### config.mk
export PLATFORM = sky130hd
export DESIGN_NAME = knob_input
export DESIGN_NICKNAME = d
export VERILOG_FILES = /design/src/rtl/knob_input.sv
export SDC_FILE = /design/constraint.sdc
export NUM_CORES = 1
export LEC_CHECK = 0
export BUFFER_PORTS_ARGS = -buffer_cell sky130_fd_sc_hd__buf_2
export CAP_MARGIN = 20
export CORE_ASPECT_RATIO = 0.8
export CORE_MARGIN = 3
export CORE_UTILIZATION = 50
export CTS_BUF_LIST = sky130_fd_sc_hd__clkbuf_16
export CTS_CLUSTER_DIAMETER = 80
export CTS_CLUSTER_SIZE = 16
export DETAILED_ROUTE_END_ITERATION = 6
export MAX_ROUTING_LAYER = met4
export PLACE_DENSITY_LB_ADDON = 0.1
export SETUP_SLACK_MARGIN = 0.02
export SLEW_MARGIN = 20
export SYNTH_ARGS = -nofsm -noshare
export SYNTH_HDL_FRONTEND = slang
export SYNTH_SLANG_ARGS = --single-unit
### constraint.sdc
create_clock -name clk24 -period 6.5 [get_ports clk24]
set_clock_uncertainty 0.15 [all_clocks]
set_input_delay 0.325 -clock clk24 [delete_from_list [all_inputs] [get_ports clk24]]
set_output_delay 0.325 -clock clk24 [all_outputs]
set_load 0.005 [all_outputs]
### src/rtl/knob_input.sv
// Rotary-encoder / push-button front end packed into one polled 32-bit status word.
// Latency: pin -> debounced level 2 + DEB_DIV*(DEB_LEN-1) + 1 .. 2 + DEB_DIV*DEB_LEN cycles, then 2 cycles to status; clr shows 1 cycle after its edge.
// Backpressure: none; software polls status, there is no handshake or acknowledge.
//
// Ports:
//   clk24          system clock
//   reset          synchronous, active-high
//   enc_a, enc_b   [NENC] encoder quadrature pins, asynchronous, idle high
//   btn_n          [NBTN] button pins, asynchronous, active-low
//   clr            one-cycle pulse: zero all counts, quarter accumulators and error bits
//   status         [31:0] registered word: counts [8i+7:8i], errors [16+i] (NENC<3),
//                  button levels [27:24] (pressed=1), press toggles [31:28]
//
// Build option: define KNOB_X4_EN for x4 mode (every legal quarter step moves the count
// by one; the detent accumulator is not built). Default is one count per detent.
module knob_input #(
  parameter int NENC    = 2,
  parameter int NBTN    = 4,
  parameter int DEB_DIV = 240,
  parameter int DEB_LEN = 4
) (
  input  logic            clk24,
  input  logic            reset,
  input  logic [NENC-1:0] enc_a,
  input  logic [NENC-1:0] enc_b,
  input  logic [NBTN-1:0] btn_n,
  input  logic            clr,
  output logic [31:0]     status
);

  // Signal order in every per-pin vector: {btn_n, enc_b, enc_a}
  localparam int NSIG = 2*NENC + NBTN;
  localparam int PW   = (DEB_DIV > 1) ? $clog2(DEB_DIV) : 1;

  logic [NSIG-1:0] pins;
  logic [NSIG-1:0] sync1;
  logic [NSIG-1:0] sync2;
  logic [NSIG-1:0] deb;

  assign pins = {btn_n, enc_b, enc_a};

  // 2-FF synchroniser, idle-high reset so nothing looks like an edge after reset
  always_ff @(posedge clk24) begin
    if (reset) begin
      sync1 <= '1;
      sync2 <= '1;
    end else begin
      sync1 <= pins;
      sync2 <= sync1;
    end
  end

  // Sample-tick prescaler
  logic [PW-1:0] pre_cnt;
  logic          tick;

  assign tick = (pre_cnt == PW'(DEB_DIV-1));

  always_ff @(posedge clk24) begin
    if (reset) begin
      pre_cnt <= '0;
    end else if (tick) begin
      pre_cnt <= '0;
    end else begin
      pre_cnt <= pre_cnt + PW'(1);
    end
  end

  // Per-signal debouncer. The acceptance test looks at the history including the
  // sample being shifted in, so the level moves on the DEB_LEN-th agreeing tick.
  for (genvar s = 0; s < NSIG; s++) begin : g_deb
    logic [DEB_LEN-1:0] hist;
    logic [DEB_LEN-1:0] hist_nxt;
    logic               lvl;

    assign hist_nxt = {hist[DEB_LEN-2:0], sync2[s]};
    assign deb[s]   = lvl;

    always_ff @(posedge clk24) begin
      if (reset) begin
        hist <= '1;
        lvl  <= 1'b1;
      end else if (tick) begin
        hist <= hist_nxt;
        if (&hist_nxt) begin
          lvl <= 1'b1;
        end else if (~|hist_nxt) begin
          lvl <= 1'b0;
        end
      end
    end
  end

  // Quadrature decode and detent counting, one instance per encoder
  logic [7:0]      cnt_w [NENC];
  logic [NENC-1:0] err_w;

  for (genvar e = 0; e < NENC; e++) begin : g_enc
    logic [1:0] cur;
    logic [1:0] prev;
    logic [7:0] count;
    logic       err_r;
    logic       chg;
    logic       dbl;
    logic       fwd;
    logic       rev;

    assign cur      = {deb[e], deb[NENC+e]};
    assign cnt_w[e] = count;
    assign err_w[e] = err_r;

    // Forward successor of {a,b} is {b,~a}: 11->10->00->01->11.
    // Any other single-bit change is a reverse step.
    always_comb begin
      chg = (cur != prev);
      dbl = ((cur ^ prev) == 2'b11);
      fwd = chg && !dbl && (cur == {prev[0], ~prev[1]});
      rev = chg && !dbl && !fwd;
    end

`ifdef KNOB_X4_EN
    always_ff @(posedge clk24) begin
      if (reset) begin
        prev  <= 2'b11;
        count <= '0;
        err_r <= 1'b0;
      end else begin
        prev <= cur;
        if (clr) begin
          count <= '0;
          err_r <= 1'b0;
        end else begin
          if (dbl) begin
            err_r <= 1'b1;
          end
          if (fwd) begin
            count <= count + 8'd1;
          end else if (rev) begin
            count <= count - 8'd1;
          end
        end
      end
    end
`else
    // q carries one bit beyond the 3-bit quarter range so that +4 is representable
    logic signed [3:0] q;
    logic signed [3:0] q_step;
    logic              ent;

    assign ent = chg && (cur == 2'b11);

    always_comb begin
      q_step = q;
      if (fwd) begin
        q_step = (q == 4'sd4) ? q : q + 4'sd1;
      end else if (rev) begin
        q_step = (q == -4'sd4) ? q : q - 4'sd1;
      end
    end

    always_ff @(posedge clk24) begin
      if (reset) begin
        prev  <= 2'b11;
        count <= '0;
        q     <= '0;
        err_r <= 1'b0;
      end else begin
        prev <= cur;
        if (clr) begin
          count <= '0;
          q     <= '0;
          err_r <= 1'b0;
        end else begin
          if (dbl) begin
            err_r <= 1'b1;
          end
          if (ent) begin
            // Every arrival at the detent restarts the quarter accumulator;
            // an illegal jump into the detent never counts.
            q <= '0;
            if (!dbl && (q_step >= 4'sd3)) begin
              count <= count + 8'd1;
            end else if (!dbl && (q_step <= -4'sd3)) begin
              count <= count - 8'd1;
            end
          end else begin
            q <= q_step;
          end
        end
      end
    end
`endif
  end

  // Buttons: registered alongside the counters so all status fields share one pipeline depth
  logic [NBTN-1:0] pressed;
  logic [NBTN-1:0] btn_lvl;
  logic [NBTN-1:0] btn_tog;

  assign pressed = ~deb[2*NENC +: NBTN];

  always_ff @(posedge clk24) begin
    if (reset) begin
      btn_lvl <= '0;
      btn_tog <= '0;
    end else begin
      btn_lvl <= pressed;
      btn_tog <= btn_tog ^ (pressed & ~btn_lvl);
    end
  end

  // Status packing
  logic [31:0] st_nxt;

  always_comb begin
    st_nxt = '0;
    for (int i = 0; i < NENC; i++) begin
      st_nxt[8*i +: 8] = cnt_w[i];
    end
    if (NENC < 3) begin
      for (int i = 0; i < NENC; i++) begin
        st_nxt[16+i] = err_w[i];
      end
    end
    st_nxt[24 +: NBTN] = btn_lvl;
    st_nxt[28 +: NBTN] = btn_tog;
  end

  always_ff @(posedge clk24) begin
    if (reset) begin
      status <= '0;
    end else begin
      status <= st_nxt;
    end
  end

endmodule

==> results of run 1 <==
[per-layer routing]
metal | vias to the layer above | GRT usage, % | wire [um]
met5 | - | - | 0
met4 | 0 | 6.894 | 113
met3 | 9 | 5.070 | 600
met2 | 113 | 28.87 | 4903
met1 | 2009 | 25.65 | 5495
li1 | 2206 | - | -
[through the flow]
step | setup slack [ns] | cell area, um2 | power, uW | util (%)
2_1_floorplan | 1.877 | 5555 | 781.9 | -
3_5_place_dp | 1.027 | 5736 | 786.2 | 54.47
6_report | 0.9466 | 6401 | 1699 | 60.80
5_1_grt | 0.6423 | 6401 | 1756 | 60.80
3_3_place_gp | 1.306 | 5736 | 785.6 | 54.47
4_1_cts | 1.013 | 6401 | 1714 | 60.80
[cells in the final DEF (no fill, tap or decap), drive strengths merged, types with 4 or more instances in the layout]
cell type / count
o21ai: 20
conb: 6
nand3b: 20
nor2b: 28
xnor2: 13
a221o: 8
dfxtp: 120
nor2: 31
inv: 23
and3: 7
nor3: 15
nand3: 13
a211oi: 4
or4: 13
a21oi: 41
o31ai: 8
or3: 14
a21o: 4
ha: 21
nor4: 4
or2: 25
dlygate4sd3: 8
buf: 39
nand4: 6
clkinv: 7
a41o: 9
nand2: 63
clkbuf: 17
xor2: 12
o211ai: 4
[logic make-up after synthesis]
kind of cell	share of synthesized area (%)
compound gates	16.45
xor+xnor	4.768
fa+ha+maj	5.469
buf+inv	5.107
flops	43.39
mux	0.3616
other cells	0.06773
simple gates	24.38
[power breakdown]
part / total, uW / internal [uW] / switching, uW
registers: 746 / 742 / 3.51
clock network: 925 / 596 / 329
logic: 28.1 / 12.9 / 15.2
[final cells by class]
type                            instances  area share, %
Tap cell                              140          2.737
Clock buffer                           17          6.646
Sequential cell                       120          37.53
Clock inverter                         15          2.502
Timing Repair Buffer                   47          4.418
Multi-Input combinational cell        429          44.94
Inverter                               21          1.231
[state kept, by name, indices dropped and copies added, names as in the netlist]
signal,count
sync2,8
g_deb.hist,24
sync1,8
btn_tog,4
pre_cnt,8
g_enc.err_r,2
g_deb.lvl,8
status,26
btn_lvl,4
g_enc.prev,4
g_enc.q,8
g_enc.count,16
[critical path: cells and delay by family, from the launching register on]
kind | cells | cell delay [ns]
AOI/OAI and AO/OA | 7 | 2.89
muxes | 1 | 0.21
DFF | 1 | 0.53
xor gates and xnor gates | 1 | 0.25
adders and majority gates | 2 | 0.89
buffers and inverters | 2 | 0.19
and+or+nand+nor | 2 | 0.38
[final timing paths]
check             slack [ns]           endpoint    startpoint  cells after the start
setup / recovery        0.95  g_enc[0].count[7]  g_deb[0].lvl                     15
hold / removal          0.10  g_enc[0].count[7]           clr                      3
setup reg to reg        0.95  g_enc[0].count[7]  g_deb[0].lvl                     15
hold reg to reg         0.26           sync2[7]      sync1[7]                      1
[what timing repair did]
action                    in CTS  in global routing
gates resized for setup        0                  0
hold endpoints to repair       8                  0
hold buffers                   8                  0
==> impl_metrics.env, run 1 <==
export IMPL_status="complete, no violations"
export IMPL_synthTopCellsByCount="dfxtp_1 (120), nand2_1 (63), a21oi_1 (38)"
export IMPL_cpPeakStageDelay_ns=0.78
export IMPL_clock_latency_ns=0.41
export IMPL_drive_above_1_share_pct=17.26
export IMPL_synthFlopType="dfxtp_1"
export IMPL_firstDrtPassIters=5
export IMPL_dieArea_um2=12380
export IMPL_path_max_fanout=9
export IMPL_instances_no_fill=789
export IMPL_slew_headroom_pct=35.71
export IMPL_syn_inst=600
export IMPL_tightest_slew_ns=0.9543
export IMPL_die_height_um=100.1
export IMPL_synthTopCellsByArea="dfxtp_1 (43%), ha_1 (4.7%), nand2_1 (4.3%)"
export IMPL_ys_ff_latch=120
export IMPL_yosysTopAreaCell="dfxtp_1"
export IMPL_crit_required_ns=6.69
export IMPL_remaining_drc_errors=0
export IMPL_die_w_um=123.7
export IMPL_critPathCaptureType="register"
export IMPL_final_min_clock_period_ns=5.553
export IMPL_rows=33
export IMPL_grt_ovfl_total=0
export IMPL_rsz0062_at_grt="false"
export IMPL_tns_ns=0
export IMPL_finalMaxSlewViolations=0
export IMPL_fin_hold_ws_ns=0.1043
export IMPL_async_reset_ff_share_pct=0
export IMPL_synth_top_cell_area_share_pct=43.39
export IMPL_hpwl_mm=7.327
export IMPL_grt_usage_pct=19.44
export IMPL_gp_congestion=0.8776
export IMPL_grt_pass1_vias=3977
export IMPL_slowest_stage="a2111oi_0"
export IMPL_final_fill_count=909
export IMPL_wl_mm=11.11
export IMPL_clk_path_buf_depth=2
export IMPL_via_per_inst=5.497
export IMPL_yosysMostFrequentCell="dfxtp_1"
export IMPL_diodes=0
export IMPL_power_density_nw_per_um2=265.4
export IMPL_wl_per_cell_um=14.08
export IMPL_path_clk_slew_ns=0.06
export IMPL_cts_root_buffer_cell="clkbuf_16"
export IMPL_criticalPathCategory="register to register"
export IMPL_io_pin_count=43
export IMPL_clock_sinks=120
export IMPL_max_cap_violations=0
export IMPL_portBuffers=36
export IMPL_post_cts_buffers=0
export IMPL_numCtsBuffers=17
export IMPL_syn_area_um2=5537
export IMPL_vias=4337
export IMPL_cts_max_level=4
export IMPL_finalHoldViolations=0
export IMPL_min_period_over_period_pct=85.44
export IMPL_nNetsFinal=670
export IMPL_cp_arrival_ns=5.74
export IMPL_synth_cell_types=66
export IMPL_hp_class="primary input to register"
export IMPL_grt_max_degree=99
export IMPL_register_area_um2=2402
export IMPL_critPathLaunchType="register"
export IMPL_syn_area_per_cell_um2=9.228
export IMPL_setup_viol=0
export IMPL_ys_warn_count=0
export IMPL_clock_fmax_mhz=180.1
export IMPL_initial_core_util_pct=52.58
export IMPL_path_cells="xor2_1, inv_1, ha_1, inv_1, o31ai_1, a21boi_4, o21ai_0, ha_1, and3_1, a2111oi_0, nor2_1, o31a_1, o31a_1, a2111oi_2, mux2i_1"
export IMPL_drtIter0Drc=402
export IMPL_cts_tree="built"
export IMPL_areaGrowthSynthToFinish_pct=15.62
export IMPL_ant_nets=0
export IMPL_synth_edff_count=0
export IMPL_grt_pass1_wl_mm=18.67
export IMPL_core_area_um2=10530
export IMPL_antenna_found_initial=0
export IMPL_multi_input_area_um2=2877
export IMPL_ir_drop_v=0.0002009
export IMPL_ys_seq_area_share_pct=43.39
export IMPL_power_leakage_uw=0.002544
export IMPL_dpl_cell_count=749
Note: power is estimated with default switching activity, not from simulation.
==> run 2, diff against run 1 <==
--- a/config.mk
+++ b/config.mk
@@ -5,6 +5,7 @@
 export SDC_FILE = /design/constraint.sdc
 export NUM_CORES = 1
 export LEC_CHECK = 0
+export ABC_AREA = 1
 export BUFFER_PORTS_ARGS = -buffer_cell sky130_fd_sc_hd__buf_2
 export CAP_MARGIN = 20
 export CORE_ASPECT_RATIO = 0.8
==> run 2 against run 1 <==
  * Final area decreased by 4.0%
  * Total power decreased by 4.8%
  * Combinational power increased by 10%
  * Largest power group unchanged
==> impl_metrics.env, run 2 <==
export IMPL_final_min_clock_period_ns=3.521
export IMPL_reg_top3="status (26), g_deb.hist (24), g_enc.count (16)"
export IMPL_final_common_cell="dfxtp_1"
export IMPL_slowest_stage="ha_1"
export IMPL_async_reset_ff_share_pct=0
export IMPL_numCtsBuffers=17
export IMPL_p_int_uw=1272
export IMPL_path_cells="xor2_1, inv_1, ha_1, nand3_2, inv_1, o21ai_1, nand2_1, inv_1, nand2_2, nand2_2, ha_1, a21o_1, a31oi_1, inv_1, a21oi_1, o21ai_0, xor2_1, nand2_1, a21oi_2"
export IMPL_ys_warn_count=0
export IMPL_drtIter0Drc=319
export IMPL_wl_per_cell_um=11.73
export IMPL_largest_reg_flops=26
export IMPL_die_w_um=120.8
export IMPL_core_area_um2=9970
export IMPL_final_cell_mix="dfxtp_1 (120), nand2_1 (90), inv_1 (86), nor2_1 (64), a21oi_1 (41)"
export IMPL_rows=32
export IMPL_drive_above_1_share_pct=17.42
export IMPL_rsz0062_at_grt="false"
export IMPL_grt_use_met3_pct=5.559
export IMPL_regMostFlops="status"
export IMPL_synthTopCellsByArea="dfxtp_1 (46%), nand2_1 (6.4%), inv_1 (5.9%)"
export IMPL_final_area_um2=6142
export IMPL_syn_area_um2=5270
export IMPL_grt_max_degree=65
export IMPL_ant_nets=0
export IMPL_crit_required_ns=6.69
export IMPL_p_switching_uw=345.6
export IMPL_gp_congestion=0.8017
export IMPL_synth_top_cell_area_share_pct=45.58
export IMPL_ir_drop_v=0.0001663
export IMPL_cts_max_level=4
export IMPL_yosysTopAreaCell="dfxtp_1"
export IMPL_io_pin_count=43
export IMPL_syn_inst=647
export IMPL_path_clk_slew_ns=0.05
export IMPL_synth_edff_count=0
export IMPL_cp_common_cell="inv_1"
export IMPL_dieArea_um2=11820
export IMPL_grt_pass1_wl_mm=17.19
export IMPL_clock_latency_ns=0.41
export IMPL_ys_seq_area_share_pct=45.58
export IMPL_place_area_um2=5519
export IMPL_nNetsFinal=727
export IMPL_via_per_inst=4.878
export IMPL_criticalPathCategory="register to register"
export IMPL_remaining_drc_errors=0
export IMPL_grtUsageMet2_pct=26.79
export IMPL_yosysMostFrequentCell="dfxtp_1"
export IMPL_post_cts_buffers=0
export IMPL_p_comb_share_pct=1.9
export IMPL_grt_pass1_vias=3863
export IMPL_finalMaxSlewViolations=0
export IMPL_initial_core_util_pct=52.86
export IMPL_portBuffers=36
export IMPL_cpPeakStageDelay_ns=0.45
export IMPL_syn_area_per_cell_um2=8.145
export IMPL_tns_ns=0
export IMPL_p_seq_share_pct=46.1
export IMPL_grt_usage_pct=18.42
export IMPL_clock_fmax_mhz=284.1
export IMPL_finalHoldViolations=0
export IMPL_min_period_over_period_pct=54.16
export IMPL_diodes=0
export IMPL_firstDrtPassIters=5
export IMPL_tightest_slew_ns=0.6846
export IMPL_cts_root_buffer_cell="clkbuf_16"
export IMPL_final_util_pct=61.61
export IMPL_max_cap_violations=0
export IMPL_power_leakage_uw=0.002887
export IMPL_r2r_slack_ns=2.98
export IMPL_critPathCaptureType="register"
export IMPL_areaGrowthSynthToFinish_pct=16.55
export IMPL_swShare_pct=21.37
export IMPL_setup_viol=0
export IMPL_path_max_fanout=10
export IMPL_vias=4107
export IMPL_critPathLaunchType="register"
export IMPL_grt_ovfl_total=0
export IMPL_cp_arrival_ns=3.71
export IMPL_hp_class="primary input to register"
export IMPL_cts_tree="built"
export IMPL_wl_mm=9.877
export IMPL_die_height_um=97.83
export IMPL_grt_busiest_layer="met2"
export IMPL_ys_ff_latch=120
export IMPL_gr_usage_met1_pct=24.46
export IMPL_clockPowerShare_pct=52.0
export IMPL_slew_headroom_pct=54.31
export IMPL_clock_sinks=120
export IMPL_power_density_nw_per_um2=263.3
export IMPL_antenna_found_initial=0
export IMPL_status="complete, no violations"
export IMPL_synthFlopType="dfxtp_1"
export IMPL_clk_path_buf_depth=2
export IMPL_synthTopCellsByCount="dfxtp_1 (120), nand2_1 (90), inv_1 (83)"
export IMPL_synth_cell_types=47
export IMPL_hpwl_mm=6.740
[run 2: changes by cell type after synthesis, moves of 8 or more]
cell,before,now
inv_1,21,83
nor2_1,29,65
nor2b_1,28,0
nand2_1,63,90
nand3_1,13,32
nand3b_1,20,2
nand2_2,0,14
or3_1,13,0
or4_1,12,0
clkbuf_1,17,6
a41o_1,9,0
o21ai_1,1,10
a221o_1,8,0
[run 2: cell families (layout without fill, tap and decap cells)]
logic type                 after synthesis  count (layout)  share of synthesized area [%]
and+or+nand+nor                        259             259                          23.36
DFF                                    120             120                          45.58
buffers and inverters                  114             168                          9.093
AOI/OAI and AO/OA                      107             107                          12.04
adders and majority gates               23              23                          5.745
xor gates and xnor gates                23              23                          4.107
other                                    1               6                        0.07116
[run 2: layer usage]
metal / up-vias / part of all wire (%)
met2: 71 / 43
met1: 1836 / 51
met4: 0 / 1.0
met5: - / 0
met3: 12 / 4.5
li1: 2188 / -
[run 2: what timing repair did]
| item | CTS | global route |
|---|---|---|
| endpoints found under the setup margin | 0 | 0 |
| hold endpoints to repair | 8 | 0 |
| resized for setup | 0 | 0 |
| hold buffers | 8 | 0 |
[run 2: worst max-delay path, delay by kind of cell, from the launching register on]
family | cells | cell delay (ns)
buffers and inverters | 4 | 0.33
AND/OR/NAND/NOR | 5 | 0.57
AO/OA/AOI/OAI | 6 | 0.86
flip-flops | 1 | 0.38
XOR/XNOR | 2 | 0.34
adder cells (fa/ha/maj) | 2 | 0.83
[run 2: power by group through the flow]
stage               clock network [uW]  logic, uW  registers (uW)
floorplan                            0       22.1             760
CTS                                865       31.2             745
detailed placement                   0       27.4             761
global placement                     0       26.8             761
finish                             841       30.9             745
global route                       900       35.4             746
[run 2: path summary, 6_finish.rpt]
| path | endpoint | from | cells after the start |
|---|---|---|---|
| setup / recovery | g_enc[0].count[5] | g_enc[0].prev[0] | 19 |
| hold / removal | g_enc[1].count[3] | clr | 4 |
| setup reg to reg | g_enc[0].count[5] | g_enc[0].prev[0] | 19 |
| hold reg to reg | sync2[4] | sync1[4] | 1 |
[run 2: layout make-up]
| class | count | area [um2] |
|---|---|---|
| tap | 136 | 170.2 |
| inverter | 90 | 337.8 |
| timing repair buffer | 46 | 275.3 |
| clock inverter | 15 | 115.1 |
| clock buffer | 17 | 425.4 |
| multi-input combinational | 418 | 2416 |
| fill | 872 | 3827 |
| sequential | 120 | 2402 |
[run 2: through the flow]
stage / power [uW] / hold WS, ns / setup slack, ns / instances
6_report: 1617 / 0.1568 / 2.980 / 842
3_3_place_gp: 787.4 / 0.2426 / 3.063 / 802
2_1_floorplan: 782.0 / 0.2395 / 3.323 / 652
3_5_place_dp: 788.3 / 0.2423 / 2.988 / 802
4_1_cts: 1641 / 0.2558 / 2.967 / 842
5_1_grt: 1681 / 0.1779 / 2.630 / 842
==> run 3, diff against run 2 <==
--- a/config.mk
+++ b/config.mk
@@ -5,7 +5,7 @@
 export SDC_FILE = /design/constraint.sdc
 export NUM_CORES = 1
 export LEC_CHECK = 0
-export ABC_AREA = 1
+export ABC_AREA = 0
 export BUFFER_PORTS_ARGS = -buffer_cell sky130_fd_sc_hd__buf_2
 export CAP_MARGIN = 20
 export CORE_ASPECT_RATIO = 0.8
==> constraint.sdc (replaced) <==
create_clock -name clk24 -period 3.4 [get_ports clk24]
set_clock_uncertainty 0.15 [all_clocks]
set_input_delay 0.17 -clock clk24 [delete_from_list [all_inputs] [get_ports clk24]]
set_output_delay 0.17 -clock clk24 [all_outputs]
set_load 0.005 [all_outputs]
==> run 3 against run 2 <==
  * The run now ends with setup timing left
  * First-iteration DRC count down 0.31%
  * Critical path depth decreased by 3
  * Via count up 18%
  * Worst setup slack worse by 3.6 ns
  * Global-route usage is 4.1 points higher
  * Worst hold slack improved by 0.078 ns
  * Routed wire length grew 34%
  * Count of clock-buffer cells in the layout is the same
==> impl_metrics.env, run 3 (synthesis results as in run 1) <==
export IMPL_status="complete, but fails checks"
export IMPL_violations="setup timing"
export IMPL_rsz0062_at_grt="true"
export IMPL_grtUsageMet2_pct=33.36
export IMPL_final_area_um2=7632
export IMPL_largest_reg_flops=26
export IMPL_tightest_slew_ns=0.9183
export IMPL_portBuffers=36
export IMPL_power_leakage_uw=0.003144
export IMPL_path_max_fanout=7
export IMPL_gr_usage_met1_pct=29.49
export IMPL_setup_viol=9
export IMPL_criticalPathCategory="register to register"
export IMPL_clk_path_buf_depth=2
export IMPL_final_util_pct=72.49
export IMPL_vias=4838
export IMPL_wl_mm=13.24
export IMPL_r2r_slack_ns=-0.61
export IMPL_die_height_um=100.1
export IMPL_initial_core_util_pct=52.58
export IMPL_reg_top3="status (26), g_deb.hist (24), g_enc.count (16)"
export IMPL_hp_class="primary input to register"
export IMPL_final_common_cell="dfxtp_1"
export IMPL_finalMaxSlewViolations=0
export IMPL_areaGrowthSynthToFinish_pct=37.85
export IMPL_clock_latency_ns=0.41
export IMPL_worst_slack_ns=-0.6052
export IMPL_wl_per_cell_um=14.88
export IMPL_cp_arrival_ns=4.19
export IMPL_drtIter0Drc=318
export IMPL_crit_required_ns=3.58
export IMPL_clock_sinks=120
export IMPL_power_density_nw_per_um2=428.5
export IMPL_gp_congestion=0.8664
export IMPL_grt_pass1_vias=4634
export IMPL_final_fill_count=766
export IMPL_cts_root_buffer_cell="clkbuf_16"
export IMPL_grt_pass1_wl_mm=21.50
export IMPL_grt_usage_pct=22.52
export IMPL_finalHoldViolations=0
export IMPL_die_w_um=123.7
export IMPL_drive_above_1_share_pct=36.00
export IMPL_diodes=0
export IMPL_slew_headroom_pct=38.78
export IMPL_cts_max_level=4
export IMPL_ant_nets=0
export IMPL_max_cap_violations=0
export IMPL_path_clk_slew_ns=0.06
export IMPL_rows=33
export IMPL_nNetsFinal=771
export IMPL_antenna_found_initial=0
export IMPL_final_cell_mix="dfxtp_1 (116), buf_4 (94), nand2_1 (63), buf_2 (36), a21oi_1 (30)"
export IMPL_regMostFlops="status"
export IMPL_grt_ovfl_total=0
export IMPL_min_period_over_period_pct=117.8
export IMPL_core_area_um2=10530
export IMPL_critPathLaunchType="register"
export IMPL_remaining_drc_errors=0
export IMPL_cts_tree="built"
export IMPL_grt_busiest_layer="met2"
export IMPL_grt_use_met3_pct=7.831
export IMPL_finalPower_uw=3270
export IMPL_firstDrtPassIters=5
export IMPL_clock_fmax_mhz=249.7
export IMPL_hpwl_mm=8.287
export IMPL_critPathCaptureType="register"
export IMPL_io_pin_count=43
export IMPL_place_area_um2=6538
export IMPL_grt_max_degree=57
export IMPL_final_min_clock_period_ns=4.005
export IMPL_numCtsBuffers=17
export IMPL_post_place_ws_ns=-0.7443
export IMPL_ir_drop_v=0.0003264
export IMPL_dieArea_um2=12380
export IMPL_via_per_inst=5.436
-- run 3: cell count changes in the layout (fill, tap and decap cells not counted), moves of 11 or more --
| cell | change |
|---|---|
| buf_4 | +92 |
| inv_1 | -68 |
| nor2_1 | -37 |
| nand2_1 | -27 |
| nor2b_1 | +26 |
| nand3_1 | -20 |
| nand3b_1 | +18 |
| nand2_2 | -14 |
| a21oi_1 | -11 |
| ha_1 | -11 |
| or3_1 | +11 |
| or4_1 | +11 |
-- run 3: report_power, final --
part | total [uW] | internal (uW) | switching, uW
Clock | 1790 | 1140 | 650
Combinational | 55.4 | 25.4 | 30.0
Sequential | 1430 | 1420 | 6.85
Total | 3270 | 2580 | 687
-- run 3: path summary, 6_finish.rpt --
check / from / to / cells past startpoint
worst max-delay path: g_deb[2].lvl / g_enc[0].count[7] / 16
worst min-delay path: reset / status[9] / 2
worst max register to register: g_deb[2].lvl / g_enc[0].count[7] / 16
worst min register to register: sync1[3] / sync2[3] / 1
-- run 3: critical path, cell delays in order, from the launching register on --
cell	delay (ns)
dfxtp_1	0.33
xnor2_2	0.24
ha_4	0.26
buf_6	0.12
nand2_1	0.08
o32ai_2	0.08
a211o_1	0.31
a21boi_4	0.16
o21ai_4	0.29
ha_4	0.27
and3_2	0.25
a2111oi_4	0.37
nor2_1	0.10
o31a_1	0.25
o31a_1	0.14
a2111oi_4	0.32
mux2i_1	0.22
-- run 3: per-layer routing --
| layer | part of all wire (%) | up-vias |
|---|---|---|
| li1 | - | 2400 |
| met1 | 47 | 2282 |
| met2 | 47 | 142 |
| met3 | 5.6 | 14 |
| met4 | 0.59 | 0 |
| met5 | 0 | - |
-- run 3: cell type report --
class	count	area (um2)	area share, %
Clock buffer	17	425.4	5.574
Timing Repair Buffer	148	1077	14.11
Sequential cell	120	2407	31.54
Multi-Input combinational cell	429	3306	43.31
Tap cell	140	175.2	2.295
Inverter	21	81.33	1.066
Clock inverter	15	160.2	2.098
-- run 3: through the flow --
stage / cells / hold WS, ns / TNS (ns)
floorplan: 605 / 0.1238 / -2.208
global placement: 832 / 0.2024 / -2.646
detailed placement: 832 / 0.2074 / -3.649
CTS: 886 / 0.2283 / -3.000
global route: 890 / 0.2761 / -4.048
finish: 890 / 0.2344 / -2.721
-- run 3: repair_timing --
action	CTS	global route
resized for setup	34	27
setup endpoints to repair	11	12
pin swaps	34	30
hold buffers	9	0
buffers inserted	13	7
gates cloned	0	0
hold endpoints to repair	10	0
